`config.mk`:
```
export PLATFORM = sky130hd
export DESIGN_NAME = mole_game_ctrl
export DESIGN_NICKNAME = d
export VERILOG_FILES = /design/src/rtl/mole_game_ctrl.sv
export SDC_FILE = /design/constraint.sdc
export NUM_CORES = 1
export LEC_CHECK = 0
export ABC_AREA = 0
export ABC_CLOCK_PERIOD_IN_PS = 3980
export CORE_ASPECT_RATIO = 0.5
export CORE_MARGIN = 5
export CORE_UTILIZATION = 45
export CTS_CLUSTER_DIAMETER = 30
export DETAILED_ROUTE_END_ITERATION = 16
export SETUP_SLACK_MARGIN = 0.4
export SYNTH_ARGS = -nofsm -noshare
export SYNTH_HDL_FRONTEND = slang
export SYNTH_SLANG_ARGS = --single-unit
```
`constraint.sdc`:
```
create_clock -name clk -period 3.98 [get_ports clk]
set_clock_uncertainty 0.2 [all_clocks]
set_input_delay 0.796 -clock clk [delete_from_list [all_inputs] [get_ports clk]]
set_output_delay 0.796 -clock clk [all_outputs]
set_load 0.05 [all_outputs]
```
`src/rtl/mole_game_ctrl.sv`:
```
// mole_game_ctrl: whack-a-mole sequencer (spawn, hit window, gap, scoring).
// Optional feature macro MISS_PENALTY_EN: wrong-switch edges during a mole window cost one point.
`default_nettype none

module mole_game_ctrl #(
  parameter int CLKS_PER_MS = 50000,
  parameter int ROUNDS      = 20,
  parameter int GAP_MS      = 200
) (
  input  logic        clk,
  input  logic        rst_n,
  input  logic        start,
  input  logic [1:0]  diff_sw,
  input  logic [7:0]  sw,
  output logic [7:0]  mole_led,
  output logic        start_evt,
  output logic        stop_evt,
  output logic [15:0] score,
  output logic [2:0]  diff,
  output logic        game_active
);

  localparam logic [1:0] IDLE     = 2'd0;
  localparam logic [1:0] SPAWN    = 2'd1;
  localparam logic [1:0] WAIT_HIT = 2'd2;
  localparam logic [1:0] GAP      = 2'd3;

  localparam int              TW        = (CLKS_PER_MS > 1) ? $clog2(CLKS_PER_MS) : 1;
  localparam logic [TW-1:0]   TICK_LAST = TW'(CLKS_PER_MS - 1);
  localparam logic [15:0]     SCORE_MAX = 16'd9999;

  logic [1:0]    r_state;
  logic [1:0]    w_nxt;
  logic [15:0]   r_lfsr;
  logic [2:0]    r_pos;
  logic [15:0]   r_round;
  logic [TW-1:0] r_tick;
  logic [15:0]   r_ms;
  logic [15:0]   r_score;
  logic [2:0]    r_diff;
  logic [7:0]    r_sw_q;
  logic          r_stop;

  logic [7:0]    w_edge;
  logic [7:0]    w_mask;
  logic          w_hit;
  logic          w_penalty;
  logic          w_ms_done;
  logic [15:0]   w_win_ms;
  logic          w_win_end;
  logic          w_gap_end;
  logic          w_lfsr_fb;
  logic          w_timing;

  assign w_edge    = sw & ~r_sw_q;
  assign w_mask    = 8'h01 << r_pos;
  assign w_hit     = (r_state == WAIT_HIT) && (|(w_edge & w_mask));

`ifdef MISS_PENALTY_EN
  assign w_penalty = (r_state == WAIT_HIT) && (|(w_edge & ~w_mask));
`else
  assign w_penalty = 1'b0;
`endif

  assign w_win_ms  = r_diff[2] ? 16'd400 : (r_diff[1] ? 16'd700 : 16'd1000);
  assign w_ms_done = (r_tick == TICK_LAST);
  assign w_win_end = w_ms_done && (r_ms == w_win_ms - 16'd1);
  assign w_gap_end = w_ms_done && (r_ms == 16'(GAP_MS) - 16'd1);
  assign w_lfsr_fb = r_lfsr[0] ^ r_lfsr[2] ^ r_lfsr[3] ^ r_lfsr[5];
  assign w_timing  = (r_state == WAIT_HIT) || (r_state == GAP);

  always_comb begin
    w_nxt = r_state;
    case (r_state)
      IDLE:     if (start) w_nxt = SPAWN;
      SPAWN:    w_nxt = WAIT_HIT;
      // A hit landing on the expiry cycle still wins: both just leave for GAP.
      WAIT_HIT: if (w_hit || w_win_end) w_nxt = GAP;
      GAP:      if (w_gap_end) w_nxt = (r_round < 16'(ROUNDS)) ? SPAWN : IDLE;
      default:  w_nxt = IDLE;
    endcase
  end

  always_ff @(posedge clk or negedge rst_n) begin
    if (!rst_n) begin
      r_state <= IDLE;
      r_lfsr  <= 16'hACE1;
      r_pos   <= 3'd0;
      r_round <= 16'd0;
      r_tick  <= '0;
      r_ms    <= 16'd0;
      r_score <= 16'd0;
      r_diff  <= 3'b001;
      r_sw_q  <= 8'd0;
      r_stop  <= 1'b0;
    end else begin
      r_state <= w_nxt;
      r_lfsr  <= {w_lfsr_fb, r_lfsr[15:1]};
      r_sw_q  <= sw;
      r_stop  <= w_hit;

      if (r_state == IDLE) begin
        case (diff_sw)
          2'b10:   r_diff <= 3'b010;
          2'b11:   r_diff <= 3'b100;
          default: r_diff <= 3'b001;
        endcase
      end

      if (r_state == SPAWN) begin
        r_pos   <= r_lfsr[2:0];
        r_round <= r_round + 16'd1;
      end else if ((r_state == IDLE) && start) begin
        r_round <= 16'd0;
      end

      // Millisecond timebase restarts on every state change.
      if ((w_nxt != r_state) || !w_timing) begin
        r_tick <= '0;
        r_ms   <= 16'd0;
      end else if (w_ms_done) begin
        r_tick <= '0;
        r_ms   <= r_ms + 16'd1;
      end else begin
        r_tick <= r_tick + 1'b1;
      end

      if ((r_state == IDLE) && start) begin
        r_score <= 16'd0;
      end else if (w_hit) begin
        if (r_score != SCORE_MAX) r_score <= r_score + 16'd1;
      end else if (w_penalty && (r_score != 16'd0)) begin
        r_score <= r_score - 16'd1;
      end
    end
  end

  assign mole_led    = (r_state == WAIT_HIT) ? w_mask : 8'd0;
  assign start_evt   = (r_state == SPAWN);
  assign stop_evt    = r_stop;
  assign score       = r_score;
  assign diff        = r_diff;
  assign game_active = (r_state != IDLE);

endmodule

`default_nettype wire

```
## After elaboration in Yosys (flattened, before gate mapping)

Index checks and enable logic that the tools add are counted.

| word-level totals | value |
|---|---|
| bits in registers | 97 |
| word-level logic and storage cells | 67 |

| operators by class | value |
|---|---|
| bitwise gates (word level) | 6 |
| equality and inequality tests | 10 |
| shift operators | 1 |
| multiplexer cells | 18 |
| add/subtract/negate cells | 5 |
| $lt $le $gt $ge | 1 |
| reductions and logical operators | 16 |

Operators with widths:

| kind | number |
|---|---|
| $mux W16 | 9 |
| $add A16 B1 Y16 const B | 4 |
| $and A8 B8 Y8 | 2 |
| $eq A16 B16 Y1 | 1 |
| $eq A16 B16 Y1 const B | 1 |
| $eq A16 B8 Y1 const B | 1 |
| $lt A16 B5 Y1 const B | 1 |
| $ne A16 B14 Y1 const B | 1 |
| $sub A10 B1 Y11 const B | 1 |
| $mux W10 | 1 |
| $reduce_bool A2 Y1 | 5 |
| $mux W9 | 1 |
| $eq A2 B2 Y1 const B | 4 |
| $mux W8 | 1 |
| $not A8 Y8 | 1 |
| $pmux W2 S4 | 1 |
| $reduce_or A8 Y1 | 1 |
| $shl A1 B3 Y8 const A | 1 |
| $mux W2 | 3 |
| $pmux W3 S2 | 1 |
| $logic_and A1 B1 Y1 | 4 |
| $logic_or A1 B1 Y1 | 3 |
| $xor A1 B1 Y1 | 3 |
| $eq A2 B1 Y1 const B | 1 |
| 5 further kinds | 5 |

## Longest topological paths before layout

Gate-level depths: netlist (run 1).

| logic depth | value |
|---|---|
| word-level depth | 11 |
| gate-level depth with buffers | 9 |
| depth with buffers taken out | 6 |

## Worst setup path after synthesis (run 1)

No wires, ideal clock.

| timing | value |
|---|---|
| path kind | register -> output |
| start point | register r_state[0] |
| end point | output mole_led[0] |
| buffers on the path | 0 |
| data arrival time | 1.749 ns |
| stages on the path, launching flop included | 4 |
| slack | 1.235 ns |
| cell sequence | dfrtp_1 -> nor2b_1 -> nand2b_1 -> nor3_1 |

| between the ends | value |
|---|---|
| cells in the longest elaborated chain, start to end | 2 |

RTL lines:

| item | line | source |
|---|---|---|
| from (decl) | 32 | `logic [1:0] r_state;` |
| from (signal assigned) | 97 | `r_state <= w_nxt;` |
| $eq A2 B2 Y1 | 138 | `assign mole_led = (r_state == WAIT_HIT) ? w_mask : 8'd0;` |
| $mux W8 | 138 |  |
| to (decl) | 15 | `output logic [7:0] mole_led,` |

No other way between the ends.

## Worst setup path in the final report (run 1)

| timing | value |
|---|---|
| start point | register r_state[1] |
| end point | output start_evt |

| between the ends | value |
|---|---|
| cells in the longest elaborated chain, start to end | 1 |

RTL lines:

| item | line | source |
|---|---|---|
| $eq A2 B1 Y1 | 139 | `assign start_evt = (r_state == SPAWN);` |
| to (decl) | 16 | `output logic start_evt,` |

No other way between the ends.

==> flow_summary_export.csv, run 1 <==
group,metric,value,unit
run_status,status,"finished, final reports clean",
logic_synthesis,synth_area_leader_cell,"dfrtp_1",
logic_synthesis,synth_top_area_share,47.02,%
clocking,post-cts-setup-buffer-count,0,
clocking,ctsHoldBuffers,0,
place,dp_hpwl,6714,um
floorplan,die_y,82.14,um
clocking,htreeDepth,3,
worst_hold_path,min_from,"r_lfsr[9]",
timing,max_freq,0.3003,GHz
logic_synthesis,synthTopCellsByCount,"88 x dfrtp_1, 44 x nand2_1, 43 x nor2_1",
clocking,cts_resized,0,
logic_synthesis,netlist_area,0.004683,sq mm
worst_setup_path,rrSetupSlack,1.34,ns
grt,grt_pass1_vias,3413,
logic_synthesis,synth-seq-area-share,52.07,%
floorplan,ios,43,
logic_synthesis,synthMostInstantiatedCell,"dfrtp_1",
finish,diodes,0,
timing,slew_headroom,33.86,%
floorplan,initial_core_util,45.99,%
logic_synthesis,ys_async_sr_fraction,100.0,%
worst_setup_path,cp_data_arrival_time,2.33,ns
worst_setup_path,cp.required,2.98,ns
finish,nNetsFinal,516,
worst_setup_path,reg2regPathDepth,6,
grt,antenna_found_initial,0,
drt,viasPerCell,5.481,
clocking,cts_buffers,9,
place,io_buffers,42,
timing,worstMarginPinSlew,0.9830,ns
clocking,cts.sinks,97,
finish,drive_gt1_share,7.937,%
logic_synthesis,ys_ff_latch,97,
pwr,power_leakage,0.002371,uW
worst_setup_path,r2r-start,"r_pos[2]",
drt,post-route-drc-count,0,
logic_synthesis,synthTopCellsByArea,"dfrtp_1 47%, dfstp_2 5.0%, xnor2_1 4.1%, nand2_1 3.5%, nor2_1 3.4%",
finish,stdcell_area,0.005572,sq mm
drt,via_count,3530,
drt,dr.pass1.iters,4,
pwr,vdd_ir_drop_max,0.2770,mV
worst_hold_path,hold_end,"r_lfsr[8]",
place,gp_congestion,0.7947,
timing,rsz0062_at_grt,"no",
timing,slew_violations,0,
clocking,tritoncts,"built",
worst_hold_path,hp-class,"register to register",
pwr,power,2139,uW
timing,finalCriticalPeriod,3.330,ns
place,place_area,0.005250,sq mm
finish,syn_to_final_growth,18.97,%
worst_setup_path,timing.rr.end,"score[7]",
floorplan,core-area,0.01018,sq mm
timing,final-setup-viol-count,0,
grt,grt_usage,16.39,%
flow_run,cap_violations,0,
clocking,cts_buffer_depth,2,
finish,nFillCells,905,
logic_synthesis,synth_nets,471,
drt,drtIter0Drc,175,
logic_synthesis,ys_warn_count,0,
logic_synthesis,synth_area_per_cell,10.32,sq um
worst_setup_path,start_kind,"register",
finish,multi_input_area,0.002112,sq mm
floorplan,die_x,154.3,um
logic_synthesis,synth_ff_type,"dfrtp_1",
timing,hold_viol,0,
clocking,clk_pin_slew,0.06,ns
worst_setup_path,cp-end-kind,"output port",
timing,period_share,83.66,%
grt,grt_max_degree,56,
pwr,p_per_area,383.8,mW/mm^2
worst_setup_path,crit_fanout,12,
clocking,clk_latency,0.34,ns
finish,ff_latch_area,0.002439,sq mm
timing,setup_tns,0,ns
logic_synthesis,synth_edf_count,0,
drt,routedWlPerCell,14.89,um
worst_hold_path,hold_path_depth,0,
drt,drt-total-wl,9586,um
floorplan,fp.dieArea,0.01267,sq mm
drt,final_antenna_net_count,0,
logic_synthesis,ys_types,57,
grt,grt-ovfl-total,0,
grt,grt_pass1_wl,16810,um
floorplan,rows,26,
logic_synthesis,synthCells,454,
clocking,root_buffer,"clkbuf_16",
worst_setup_path,crit_type,"register to output port",
==> worst max-delay path, stage by stage, from the launching register on <==
cell and delay [ns]:
dfrtp_1 0.41, nand2b_1 0.40, clkinv_1 0.39, clkdlybuf4s50_1 0.80
==> report_power, final <==
part,total (uW),leakage (uW),internal (uW),switching (uW)
registers,1070,0.00126,1030,44.7
clock network,923,0.000159,567,356
logic,143,0.000954,67.7,75.5
total,2140,0.00237,1660,476
==> metal layers <==
layer / track usage (%) / part of all wire (%) / up-vias
li1: - / - / 1739
met1: 21.91 / 50 / 1726
met3: 4.321 / 4.7 / 12
met2: 27.17 / 45 / 53
met4: 3.965 / 0.93 / 0
met5: 0 / 0 / -
==> cells by family (layout without fill, tap and decap cells) <==
group | Yosys count | count (layout) | share of synthesized area (%)
flops | 97 | 97 | 52.07
fa+ha+maj | 4 | 4 | 1.069
simple gates | 218 | 218 | 26.40
buf+inv | 28 | 78 | 2.832
compound gates | 66 | 66 | 9.778
xor+xnor | 34 | 34 | 6.358
mux | 7 | 7 | 1.496
==> through the flow <==
stage	utilization [%]	instances	worst slack [ns]	hold WS, ns
after floorplan	-	454	1.235	0.1312
after global placement	51.56	628	0.7238	0.1347
after detailed placement	51.56	628	0.7017	0.1371
after CTS	54.72	644	0.5932	0.1518
after global routing	54.72	644	0.4721	0.1627
final	54.72	644	0.6503	0.1491
==> area by class of cell <==
type | instances | share of cell area, %
clock buffers | 11 | 4.357
clock inverters | 5 | 1.415
inverters | 15 | 1.011
multi-input cells | 329 | 37.91
flip-flops and latches | 97 | 43.77
well taps | 140 | 3.144
repair buffers | 47 | 8.399
==> cells in the final DEF, fill, tap and decap left out, types with 9 or more instances in the layout <==
cell type        instances
dfrtp_1                 88
nand2_1                 44
nor2_1                  43
clkdlybuf4s50_1         41
nand3_1                 25
xnor2_1                 22
nor3_1                  18
o21ai_0                 17
inv_1                   13
and3_1                  13
nand4_1                 12
xor2_1                  12
a21oi_1                 11
o31ai_1                 11
clkbuf_16                9
dfstp_2                  9
==> worst max path at each step <==
stage               cells after the start       start     endpoint  slack, ns
floorplan                               3  r_state[0]  mole_led[0]       1.23
global placement                        7       sw[1]    score[12]       0.72
detailed placement                      7       sw[2]    score[12]       0.70
CTS                                     3  r_state[1]    start_evt       0.59
global route                            3  r_state[1]    start_evt       0.47
finish                                  3  r_state[1]    start_evt       0.65
==> flip-flops by register name (all words and copies together) (netlist names) <==
signal / flops
r_lfsr: 16
r_ms: 16
r_round: 16
r_tick: 16
score: 16
r_sw_q: 8
diff: 3
r_pos: 3
r_state: 2
stop_evt: 1
(Power assumes the default switching activity.)
==> run 2: changes to the inputs <==
ABC_CLOCK_PERIOD_IN_PS = 3300   (was 3980)
clock period = 3.3 ns   (was 3.98 ns; I/O delays follow)
==> run 2 against run 1 <==
Effect of this change: sequential power increased by 21%; critical path depth up 1; sequential share of layout area fell by 0.12 points; non-clock buffer count up 6; total power rose by 18%.
==> flow_summary_export.csv, run 2 (synthesis gave the netlist of run 1 again) <==
group,metric,value,unit
run_status,status,"finished, final reports clean",
grt,grt_pass1_vias,3487,
drt,routedWlPerCell,14.83,um
finish,final_common_cell,"dfrtp_1",
worst_setup_path,rrSetupSlack,0.75,ns
flow_run,cap_violations,0,
place,gp_congestion,0.7612,
grt,grt_usage,16.53,%
worst_setup_path,crit_fanout,6,
worst_setup_path,cp_cell_sequence,"nor2b_1 -> nand2_1 -> nor3_1 -> dlygate4sd2_1",
worst_hold_path,hp-class,"primary input to async pin",
clocking,cts_buffer_depth,2,
floorplan,fp.dieArea,0.01267,sq mm
grt,use_met2,27.26,%
grt,gr-max-usage-layer,"met2",
floorplan,die_y,82.14,um
finish,mostFrequentLayoutCells,"88 x dfrtp_1, 44 x nand2_1, 43 x nor2_1",
timing,max_freq,0.3632,GHz
worst_setup_path,critical_path_buf_inv_count,1,
timing,slew_violations,0,
finish,diodes,0,
floorplan,ios,43,
finish,final_core_util,54.87,%
worst_setup_path,cp_data_arrival_time,1.89,ns
grt,grt-ovfl-total,0,
drt,viasPerCell,5.395,
clocking,root_buffer,"clkbuf_16",
grt,grt_max_degree,52,
worst_setup_path,max_stage_delay,0.56,ns
drt,drtIter0Drc,185,
timing,final-setup-viol-count,0,
floorplan,die_x,154.3,um
worst_setup_path,crit_type,"register to output port",
drt,drt-total-wl,9639,um
grt,use_met3,4.217,%
worst_setup_path,crit_family,"simple AND/OR/NAND/NOR gates",
clocking,cts.sinks,97,
worst_setup_path,cp-end-kind,"output port",
floorplan,core-area,0.01018,sq mm
timing,hold_viol,0,
timing,holdWs,0.1283,ns
timing,rsz0062_at_grt,"no",
drt,final_antenna_net_count,0,
pwr,power,2515,uW
place,dp_hpwl,6658,um
drt,dr.pass1.iters,4,
place,io_buffers,42,
pwr,vdd_ir_drop_max,0.2851,mV
grt,antenna_found_initial,0,
clocking,tritoncts,"built",
grt,grt_pass1_wl,16910,um
clocking,clk_latency,0.34,ns
pwr,p_per_area,450.1,mW/mm^2
clocking,htreeDepth,3,
timing,period_share,83.43,%
clocking,clk_pin_slew,0.07,ns
grt,use_met1,22.13,%
finish,syn_to_final_growth,19.29,%
worst_setup_path,cp.required,2.44,ns
timing,slew_headroom,57.42,%
finish,drive_gt1_share,9.020,%
timing,setup_tns,0,ns
pwr,power_leakage,0.002434,uW
floorplan,rows,26,
floorplan,initial_core_util,45.99,%
timing,worstMarginPinSlew,0.6387,ns
clocking,ctsHoldBuffers,0,
clocking,cts_buffers,9,
drt,via_count,3507,
worst_setup_path,slowest_stage,"dlygate4sd2_1",
timing,finalCriticalPeriod,2.753,ns
finish,nNetsFinal,522,
drt,post-route-drc-count,0,
worst_setup_path,start_kind,"register",
[run 2: cell types whose count changed in the layout (fill, tap and decap cells not counted), sizes merged]
cell,change
clkinvlp,+2
clkdlybuf4s50,-10
buf,+6
clkbuf,+2
clkinv,-2
dlymetal6s2s,+2
dlygate4sd2,+7
bufinv,-1
[run 2: worst paths after layout]
check / to / cells past startpoint / start
worst max register to register: score[12] / 6 / r_pos[2]
worst max-delay path: mole_led[1] / 4 / r_state[1]
min in group clk: r_lfsr[13] / 0 / r_lfsr[14]
max in group asynchronous: diff[0] / 2 / rst_n
worst min-delay path: r_tick[1] / 1 / rst_n
worst min register to register: r_lfsr[13] / 0 / r_lfsr[14]
[run 2: cell type report]
cell class | count | area (sq um)
multi-input combinational | 329 | 2112
sequential | 97 | 2439
inverter | 15 | 56.30
timing repair buffer | 53 | 504.2
clock inverter | 4 | 53.80
clock buffer | 12 | 246.5
fill | 920 | 4596
tap | 140 | 175.2
[run 2: layer usage]
layer	vias up	wire [um]
met5	-	0
met4	0	132
met3	12	339
met2	46	4359
met1	1710	4809
li1	1739	-
[run 2: power by group]
group | internal [uW] | switching (uW) | leakage (uW)
clock network | 610 | 440 | 0.000139
registers | 1240 | 51.6 | 0.00126
logic | 81.9 | 91.4 | 0.00104
[run 2: timing repair]
item | CTS | global route
hold endpoints to repair | 0 | 0
gates resized for setup | 8 | 5
endpoints found under the setup margin | 8 | 3
setup buffers | 0 | 0
[run 2: stage by stage]
stage / cell area [sq um] / cells / setup WS, ns
finish: 5587 / 650 / 0.5469
global route: 5587 / 650 / 0.4219
CTS: 5585 / 650 / 0.4528
detailed placement: 5295 / 634 / 0.2738
global placement: 5295 / 634 / 0.2891
floorplan: 4683 / 454 / 0.6909
